**src/rtl/shared_reg_arbiter.sv**
```systemverilog
// Round-robin arbiter/sequencer owning one WIDTH-bit register shared by four requesters.
// Optional `ARB_LOCK_EN: a locked winner is regranted for up to 4 consecutive transactions.
module shared_reg_arbiter #(
    parameter int WIDTH = 16
) (
    input  logic               clk,
    input  logic               reset,
    input  logic [3:0]         req,
    input  logic [3:0]         we,
    input  logic [4*WIDTH-1:0] wdata,
    input  logic [3:0]         lock,
    output logic [3:0]         gnt,
    output logic               ack,
    output logic [1:0]         ack_id,
    output logic [WIDTH-1:0]   rdata,
    output logic               busy,
    output logic [1:0]         state_dbg
);

    // Handshake: a requester holds req until it sees its own gnt bit (one cycle);
    // the latched transaction then completes with a one-cycle ack carrying ack_id/rdata.
    typedef enum logic [1:0] {IDLE = 2'd0, ACCESS = 2'd1, DONE = 2'd2} state_t;

    state_t           state, state_nxt;
    logic [1:0]       ptr, win_idx, pick, sel_idx;
    logic             pick_valid, grant_go, regrant;
    logic             win_we;
    logic [WIDTH-1:0] win_wdata, reg_q;
    logic [3:0]       gnt_nxt;
    logic             ack_nxt;

    // Nearest requester after ptr wins; scanning far-to-near lets the nearest overwrite.
    always_comb begin
        logic [1:0] idx;
        idx        = ptr;
        pick       = ptr;
        pick_valid = 1'b0;
        for (int k = 4; k >= 1; k--) begin
            idx = ptr + 2'(k);
            if (req[idx]) begin
                pick       = idx;
                pick_valid = 1'b1;
            end
        end
    end

`ifdef ARB_LOCK_EN
    logic       lock_valid;
    logic [2:0] run_cnt;

    assign regrant = lock_valid && req[win_idx];

    // lock_valid is only honoured in the single IDLE cycle right after DONE.
    always_ff @(posedge clk) begin
        if (!reset) begin
            lock_valid <= 1'b0;
            run_cnt    <= 3'd0;
        end else begin
            case (state)
                IDLE: begin
                    lock_valid <= 1'b0;
                    if (grant_go)
                        run_cnt <= regrant ? run_cnt + 3'd1 : 3'd1;
                end
                DONE:    lock_valid <= lock[win_idx] && (run_cnt < 3'd4);
                default: ;
            endcase
        end
    end
`else
    logic lock_unused;
    assign lock_unused = ^lock;
    assign regrant     = 1'b0;
`endif

    assign sel_idx  = regrant ? win_idx : pick;
    assign grant_go = regrant || pick_valid;

    always_ff @(posedge clk) begin
        if (!reset) state <= IDLE;
        else        state <= state_nxt;
    end

    always_comb begin
        state_nxt = state;
        case (state)
            IDLE:    if (grant_go) state_nxt = ACCESS;
            ACCESS:  state_nxt = DONE;
            DONE:    state_nxt = IDLE;
            default: state_nxt = IDLE;
        endcase
    end

    always_comb begin
        gnt_nxt = 4'b0000;
        ack_nxt = 1'b0;
        if (state == IDLE && grant_go) gnt_nxt = 4'b0001 << sel_idx;
        if (state == DONE)             ack_nxt = 1'b1;
    end

    // gnt/ack are registered, so ack lands in the IDLE cycle that follows DONE.
    always_ff @(posedge clk) begin
        if (!reset) begin
            gnt       <= 4'b0000;
            ack       <= 1'b0;
            ack_id    <= 2'd0;
            rdata     <= '0;
            ptr       <= 2'd3;
            win_idx   <= 2'd0;
            win_we    <= 1'b0;
            win_wdata <= '0;
            reg_q     <= '0;
        end else begin
            gnt <= gnt_nxt;
            ack <= ack_nxt;
            case (state)
                IDLE: if (grant_go) begin
                    win_idx   <= sel_idx;
                    win_we    <= we[sel_idx];
                    win_wdata <= wdata[int'(sel_idx)*WIDTH +: WIDTH];
                end
                ACCESS: begin
                    if (win_we) reg_q <= win_wdata;
                    ptr <= win_idx;
                end
                DONE: begin
                    ack_id <= win_idx;
                    rdata  <= reg_q;
                end
                default: ;
            endcase
        end
    end

    // busy also covers the ack cycle so it spans the whole transaction.
    assign busy      = (state != IDLE) || ack;
    assign state_dbg = state;

endmodule

```
**config.mk**
```make
export PLATFORM = sky130hd
export DESIGN_NAME = shared_reg_arbiter
export DESIGN_NICKNAME = d
export VERILOG_FILES = /design/src/rtl/shared_reg_arbiter.sv
export SDC_FILE = /design/constraint.sdc
export NUM_CORES = 1
export LEC_CHECK = 0
export BUFFER_PORTS_ARGS = -buffer_cell sky130_fd_sc_hd__buf_2
export CORE_MARGIN = 3
export CORE_UTILIZATION = 45
export DETAILED_ROUTE_END_ITERATION = 10
export PLACE_DENSITY = 0.72
export SLEW_MARGIN = 20
export SYNTH_ARGS = -nofsm -noshare
export SYNTH_HDL_FRONTEND = slang
export SYNTH_SLANG_ARGS = --single-unit
```
**constraint.sdc**
```tcl
create_clock -name clk -period 1.6 [get_ports clk]
set_input_delay 0.16 -clock clk [delete_from_list [all_inputs] [get_ports clk]]
set_output_delay 0.16 -clock clk [all_outputs]
set_load 0.01 [all_outputs]
```
==> impl_metrics.toml, run 1 <==
[cts]
clock_sinks = 62
worst_setup_hold_path_clk_slew_ns = 0.07
root_buffer = "sky130_fd_sc_hd__clkbuf_8"
insertion_delay_ns = 0.32
cts_buffers = 9
tritoncts = "built"
cts_max_level = 3
cts-root-to-sink-buffers = 2

[final_layout]
final_design_area_no_fill_mm2 = 0.00398
nets = 523
final_util_pct = 65.6
antenna_cells_inserted = 0
combined_area_of_the_multi_input_logic_cells_mm2 = 0.00161
final_layout_size_suffix_gt1_share_pct = 38.2
layout.cells.most_common_list = "sky130_fd_sc_hd__buf_2, sky130_fd_sc_hd__nand2_1, sky130_fd_sc_hd__dfxtp_1"
layout.area.seq_mm2 = 0.00125
fillCellCount = 516
flow.area_growth_from_synthesis_pct = 37.7
most_common_cell_after_layout_fill_and_taps_aside = "sky130_fd_sc_hd__buf_2"

[min_path]
hold_depth = 2
tightest_hold_check_type = "input pin to flip-flop"
timing.hold.worst_endpoint = "ptr[1]"
hp-start = "reset"

[synth]
post_synth_simple_gate_area_pct = 22.9
synth_area_mm2 = 0.00289
syn_avg_cell_area_um2 = 8.57
synth_compound_area_share_pct = 21.8
synth_flop_cell = "sky130_fd_sc_hd__dfxtp_1"
synth_warnings = 0
ys_async_sr_fraction_pct = 0
synthDistinctLibCells = 38
synth_xor_area_share_pct = 0
post_synth_fa_ha_maj_area_fraction_pct = 0
net_count_after_synthesis = 415
yosys_register_bits = 62
sequential_cell_area_fraction_in_the_yosys_report_pct = 43.0
synth_edf_count = 0
post_synthesis_cells = 337
synth_mux_area_share_pct = 7.28
synth_top_family_by_area = "simple AND/OR/NAND/NOR gates"

[route]
detail-route-antenna-nets = 0
drc_errors = 0
wl_met3_um = 495
dr.max_layer_used = "met4"
postRouteWirelength_um = 7590
route.vias.total = 2770
first_iter_violations = 91
drt-wirelength-per-cell_um = 14.4
first_pass_iters = 4
route.layer.met1.wl_um = 3430
dr_wl_met2_um = 3450
viasPerCell = 5.28

[sta]
period_minus_slack_ns = 1.67
fin_crit_sh_pct = 105
finalClockSkew_ns = 0.00393
hold_violation_count_in_the_final_report = 0
max_slew.worst_pin.slew_ns = 0.390
fmax_ghz = 0.597
rsz0062_at_grt = "true"
final_number_of_max_transition_violations = 0
slew_headroom_pct = 74.0
setup_slack_ns = -0.0738
timing.final.setup_violations = 8

[power]
power.share.switching_pct = 25.3
vdd_drop_max_mv = 0.563
combPwrFrac_pct = 20.6
pwr_density_cell_mw_per_mm2 = 1090
static-leakage-power_nw = 1.69
share_clk_of_total_power_pct = 39.5
internal_power_w = 0.00323
share_seq_of_total_power_pct = 39.8
power_switching_w = 0.00110

[worst_setup_path]
r2r-end = "win_wdata[13]"
timing_worst_setup_path_type = "flip-flop to flip-flop"
worst_path_largest_cell_delay_ns = 0.40
r2r_cells = 7
crit_path_cell_trace = "nor2b_4, o21ba_4, nor3_4, buf_6, buf_12, mux2i_1, o211ai_2"
crit_path_top_delay_cell = "sky130_fd_sc_hd__dfxtp_4"
reg2reg_from = "ptr[0]"
critical_path.max_fanout = 7
critical_path_data_required_time_ns = 1.80
crit_path_end_kind = "flip-flop"
critPathArrivalTime_ns = 1.87
timing.reg2reg.setup_slack_ns = -0.07
startpoint_type_of_the_worst_setup_path = "flip-flop"

[floorplan]
width_of_the_die_um = 86.1
fp.dieArea_mm2 = 0.00741
num_io_pins = 104
placement_rows = 28
core-area_mm2 = 0.00606
overall_die_height_um = 86.1
start_util_pct = 47.6

[placed_design]
routabilityCongestion = 0.797
place_area_mm2 = 0.00354
post-dp-hpwl_um = 5310
place.port_buffers = 99

[global_routing]
first_global_vias = 2559
number_of_antenna_violations_at_the_first_check_in_global_routing = 0
wire_length_of_the_first_global_routing_pass_um = 11800
grt_max_degree = 39
grt.overflow.total = 0
grt_use_total_pct = 19.9

[status]
status = "complete, but fails checks"
failed_checks = "setup timing"

[job]
max_cap_violations = 0
## metrics by stage
| stage | instances | hold WS [ns] | setup slack, ns | power (W) | TNS [ns] |
|---|---|---|---|---|---|
| after floorplan | 337 | 0.222 | 0.0111 | 0.00223 | 0 |
| after CTS | 522 | 0.0209 | -0.00480 | 0.00425 | -0.00480 |
| after global routing | 525 | 0.0289 | -0.165 | 0.00452 | -0.880 |
| final | 525 | 0.0374 | -0.0738 | 0.00433 | -0.135 |
| after global placement | 505 | 0.363 | -0.150 | 0.00250 | -1.96 |
| after detailed placement | 505 | 0.372 | -0.228 | 0.00250 | -2.43 |
## per-layer routing
layer,vias up,track usage [%]
met4,0,7.91
met1,1229,26.8
met3,22,4.61
li1,1405,-
met5,-,0
met2,114,30.6
## synthesized netlist by cell type, types with 6 or more instances
master	count	area share, %
sky130_fd_sc_hd__nand2_1	89	12
sky130_fd_sc_hd__o211ai_2	8	3.5
sky130_fd_sc_hd__a21oi_1	34	5.9
sky130_fd_sc_hd__nor2_1	11	1.4
sky130_fd_sc_hd__o21ai_0	6	1.0
sky130_fd_sc_hd__o21ai_1	11	1.9
sky130_fd_sc_hd__o31a_1	16	4.9
sky130_fd_sc_hd__dfxtp_1	62	43
sky130_fd_sc_hd__o211ai_1	8	2.1
sky130_fd_sc_hd__mux2i_1	21	7.3
sky130_fd_sc_hd__and4_1	16	4.9
sky130_fd_sc_hd__clkbuf_1	13	1.7
## power groups by stage
stage	Clock [W]	Sequential, W	Combinational, W
after CTS	0.00174	0.00172	0.000795
after detailed placement	0	0.00175	0.000754
after floorplan	0	0.00174	0.000484
final	0.00171	0.00172	0.000894
after global placement	0	0.00175	0.000748
after global routing	0.00181	0.00174	0.000971
## logic make-up after synthesis
kind of cell / Yosys count
AOI/OAI and AO/OA: 91
buffers and inverters: 28
DFF: 62
muxes: 21
and+or+nand+nor: 135
## registers in the layout (all words and copies together) (netlist names)
name       flops
ack            1
ack_id         2
gnt            4
ptr            2
rdata         16
reg_q         16
state_dbg      2
win_idx        2
win_wdata     16
win_we         1
## area by class of cell
cell class | instances | area share [%]
tap | 75 | 2.36
clock buffer | 11 | 3.81
multi-input combinational | 247 | 40.5
inverter | 3 | 0.283
clock inverter | 5 | 2.64
sequential | 62 | 31.4
timing repair buffer | 122 | 19.0
## critical path, delay by kind of cell (launching register included)
family                 cells  cell delay, ns
buffers and inverters      2            0.28
AOI/OAI and AO/OA          2            0.31
DFF                        1            0.40
and+or+nand+nor            2            0.25
muxes                      1            0.29
## worst max path at each step
stage	from	end	slack, ns	cells after the start
after floorplan	ptr[0]	win_wdata[14]	0.01	7
final	ptr[0]	win_wdata[13]	-0.07	7
after CTS	ptr[1]	win_wdata[15]	-0.005	5
after global routing	ptr[0]	win_wdata[13]	-0.17	7
after global placement	req[3]	win_wdata[1]	-0.15	6
after detailed placement	ptr[0]	win_wdata[1]	-0.23	6
## timing repair
action,4_1_cts,5_1_grt
gates resized for setup,8,23
hold buffers,0,0
gates cloned,0,1
pin swaps,1,1
setup buffers,1,2
endpoints found under the setup margin,16,17
Power figures use the tool's default switching activity.
==> inputs of run 2 (changes only) <==
- HOLD_SLACK_MARGIN: not set -> 0.06
- TNS_END_PERCENT: not set -> 20
==> impl_metrics.toml, run 2 (synthesized netlist as in run 1, its figures left out) <==
[sta]
tns_ns = -0.0192
fmax_ghz = 0.618
timing.final.setup_violations = 1
finalClockSkew_ns = 0.00559
max_slew.worst_pin.slew_ns = 0.380
slew_headroom_pct = 74.6
setup_slack_ns = -0.0192
period_minus_slack_ns = 1.62
final_number_of_max_transition_violations = 0
hold_violation_count_in_the_final_report = 0
rsz0062_at_grt = "true"
fin_crit_sh_pct = 101

[floorplan]
placement_rows = 28
num_io_pins = 104
core-area_mm2 = 0.00606
overall_die_height_um = 86.1
fp.dieArea_mm2 = 0.00741
width_of_the_die_um = 86.1
start_util_pct = 47.6

[status]
failed_checks = "setup timing"
status = "complete, but fails checks"

[power]
pwr_density_cell_mw_per_mm2 = 1090
static-leakage-power_nw = 1.66
vdd_drop_max_mv = 0.568

[route]
drc_errors = 0
drt-wirelength-per-cell_um = 13.8
detail-route-antenna-nets = 0
route.vias.total = 2708
viasPerCell = 5.18
first_iter_violations = 102
first_pass_iters = 4
postRouteWirelength_um = 7210

[final_layout]
final_layout_size_suffix_gt1_share_pct = 36.8
layout.cells.most_common_list = "sky130_fd_sc_hd__buf_2, sky130_fd_sc_hd__nand2_1, sky130_fd_sc_hd__dfxtp_1"
largestRegisters = "rdata: 16 flops, reg_q: 16 flops, win_wdata: 16 flops"
most_common_cell_after_layout_fill_and_taps_aside = "sky130_fd_sc_hd__buf_2"
layout.cells.non_filler = 523
antenna_cells_inserted = 0
final_util_pct = 64.0
flow.area_growth_from_synthesis_pct = 34.4
nets = 521

[min_path]
hold_depth = 3
tightest_hold_check_type = "input pin to flip-flop"

[placed_design]
dp_cells = 505
routabilityCongestion = 0.797
post-dp-hpwl_um = 5310
place.port_buffers = 99

[cts]
cts_buffers = 9
cts_max_level = 3
cts-root-to-sink-buffers = 2
clock_sinks = 62
worst_setup_hold_path_clk_slew_ns = 0.07
insertion_delay_ns = 0.32
root_buffer = "sky130_fd_sc_hd__clkbuf_8"
tritoncts = "built"

[worst_setup_path]
critical_path_data_required_time_ns = 1.80
critPathArrivalTime_ns = 1.82
timing_worst_setup_path_type = "flip-flop to flip-flop"
crit_path_end_kind = "flip-flop"
critical_path.max_fanout = 13
r2r_cells = 6
startpoint_type_of_the_worst_setup_path = "flip-flop"

[job]
max_cap_violations = 0

[global_routing]
number_of_antenna_violations_at_the_first_check_in_global_routing = 0
grt_max_degree = 39
first_global_vias = 2568
grt_use_total_pct = 19.9
grt.overflow.total = 0
wire_length_of_the_first_global_routing_pass_um = 11800
[run 2: cell count changes in the layout (fill, tap and decap cells not counted), moves of 2 or more]
cell	delta
sky130_fd_sc_hd__mux2i_4	-3
sky130_fd_sc_hd__nor2b_4	-2
sky130_fd_sc_hd__nor2b_2	+2
sky130_fd_sc_hd__mux2i_1	+3
[run 2: metrics by stage]
stage               power, W  hold slack (ns)  setup WS (ns)  cell area (um2)
global route         0.00443            0.130        -0.0740             3880
floorplan            0.00223            0.222         0.0111             2890
detailed placement   0.00250            0.372         -0.228             3540
global placement     0.00250            0.363         -0.150             3540
finish               0.00424            0.133        -0.0192             3880
CTS                  0.00425            0.124       -0.00480             3850
[run 2: timing repair]
item | in CTS | in global routing
buffers inserted | 1 | 0
setup endpoints to repair | 16 | 17
hold buffers | 1 | 0
resized for setup | 7 | 11
pin swaps | 1 | 0
endpoints found under the hold margin | 2 | 0
[run 2: metal layers]
layer,vias up,wire (um),global-route usage [%]
li1,1401,-,-
met1,1208,3390,26.9
met2,85,3300,30.7
met3,14,414,4.61
met4,0,112,7.91
met5,-,0,0
[run 2: path summary, 6_finish.rpt]
path                            slack, ns         start       endpoint
worst max-delay path                -0.02        ptr[0]  win_wdata[12]
worst min-delay path                 0.13     wdata[58]  win_wdata[10]
worst max register to register      -0.02        ptr[0]  win_wdata[12]
worst min register to register       0.45  win_wdata[9]       reg_q[9]
[run 2: power breakdown]
| group | switching [W] | leakage, nW | internal, W |
|---|---|---|---|
| Combinational | 0.000405 | 1.04 | 0.000407 |
| Clock | 0.000590 | 0.122 | 0.00112 |
| Sequential | 0.0000671 | 0.504 | 0.00165 |
| Total | 0.00106 | 1.66 | 0.00318 |
[run 2: final cells by class]
type,instances,area [um2]
fillers,518,2180
multi-input cells,247,1550
flip-flops and latches,62,1250
repair buffers,120,722
clock buffers,11,151
clock inverters,5,105
well taps,75,93.8
inverters,3,11.3
[run 2: worst max-delay path: stages, from the launching register on]
cell and delay [ns]:
sky130_fd_sc_hd__dfxtp_4 0.38, sky130_fd_sc_hd__nor2b_2 0.06, sky130_fd_sc_hd__o21ba_4 0.23, sky130_fd_sc_hd__nor3_4 0.24, sky130_fd_sc_hd__buf_12 0.20, sky130_fd_sc_hd__mux2i_2 0.28, sky130_fd_sc_hd__o211ai_2 0.10
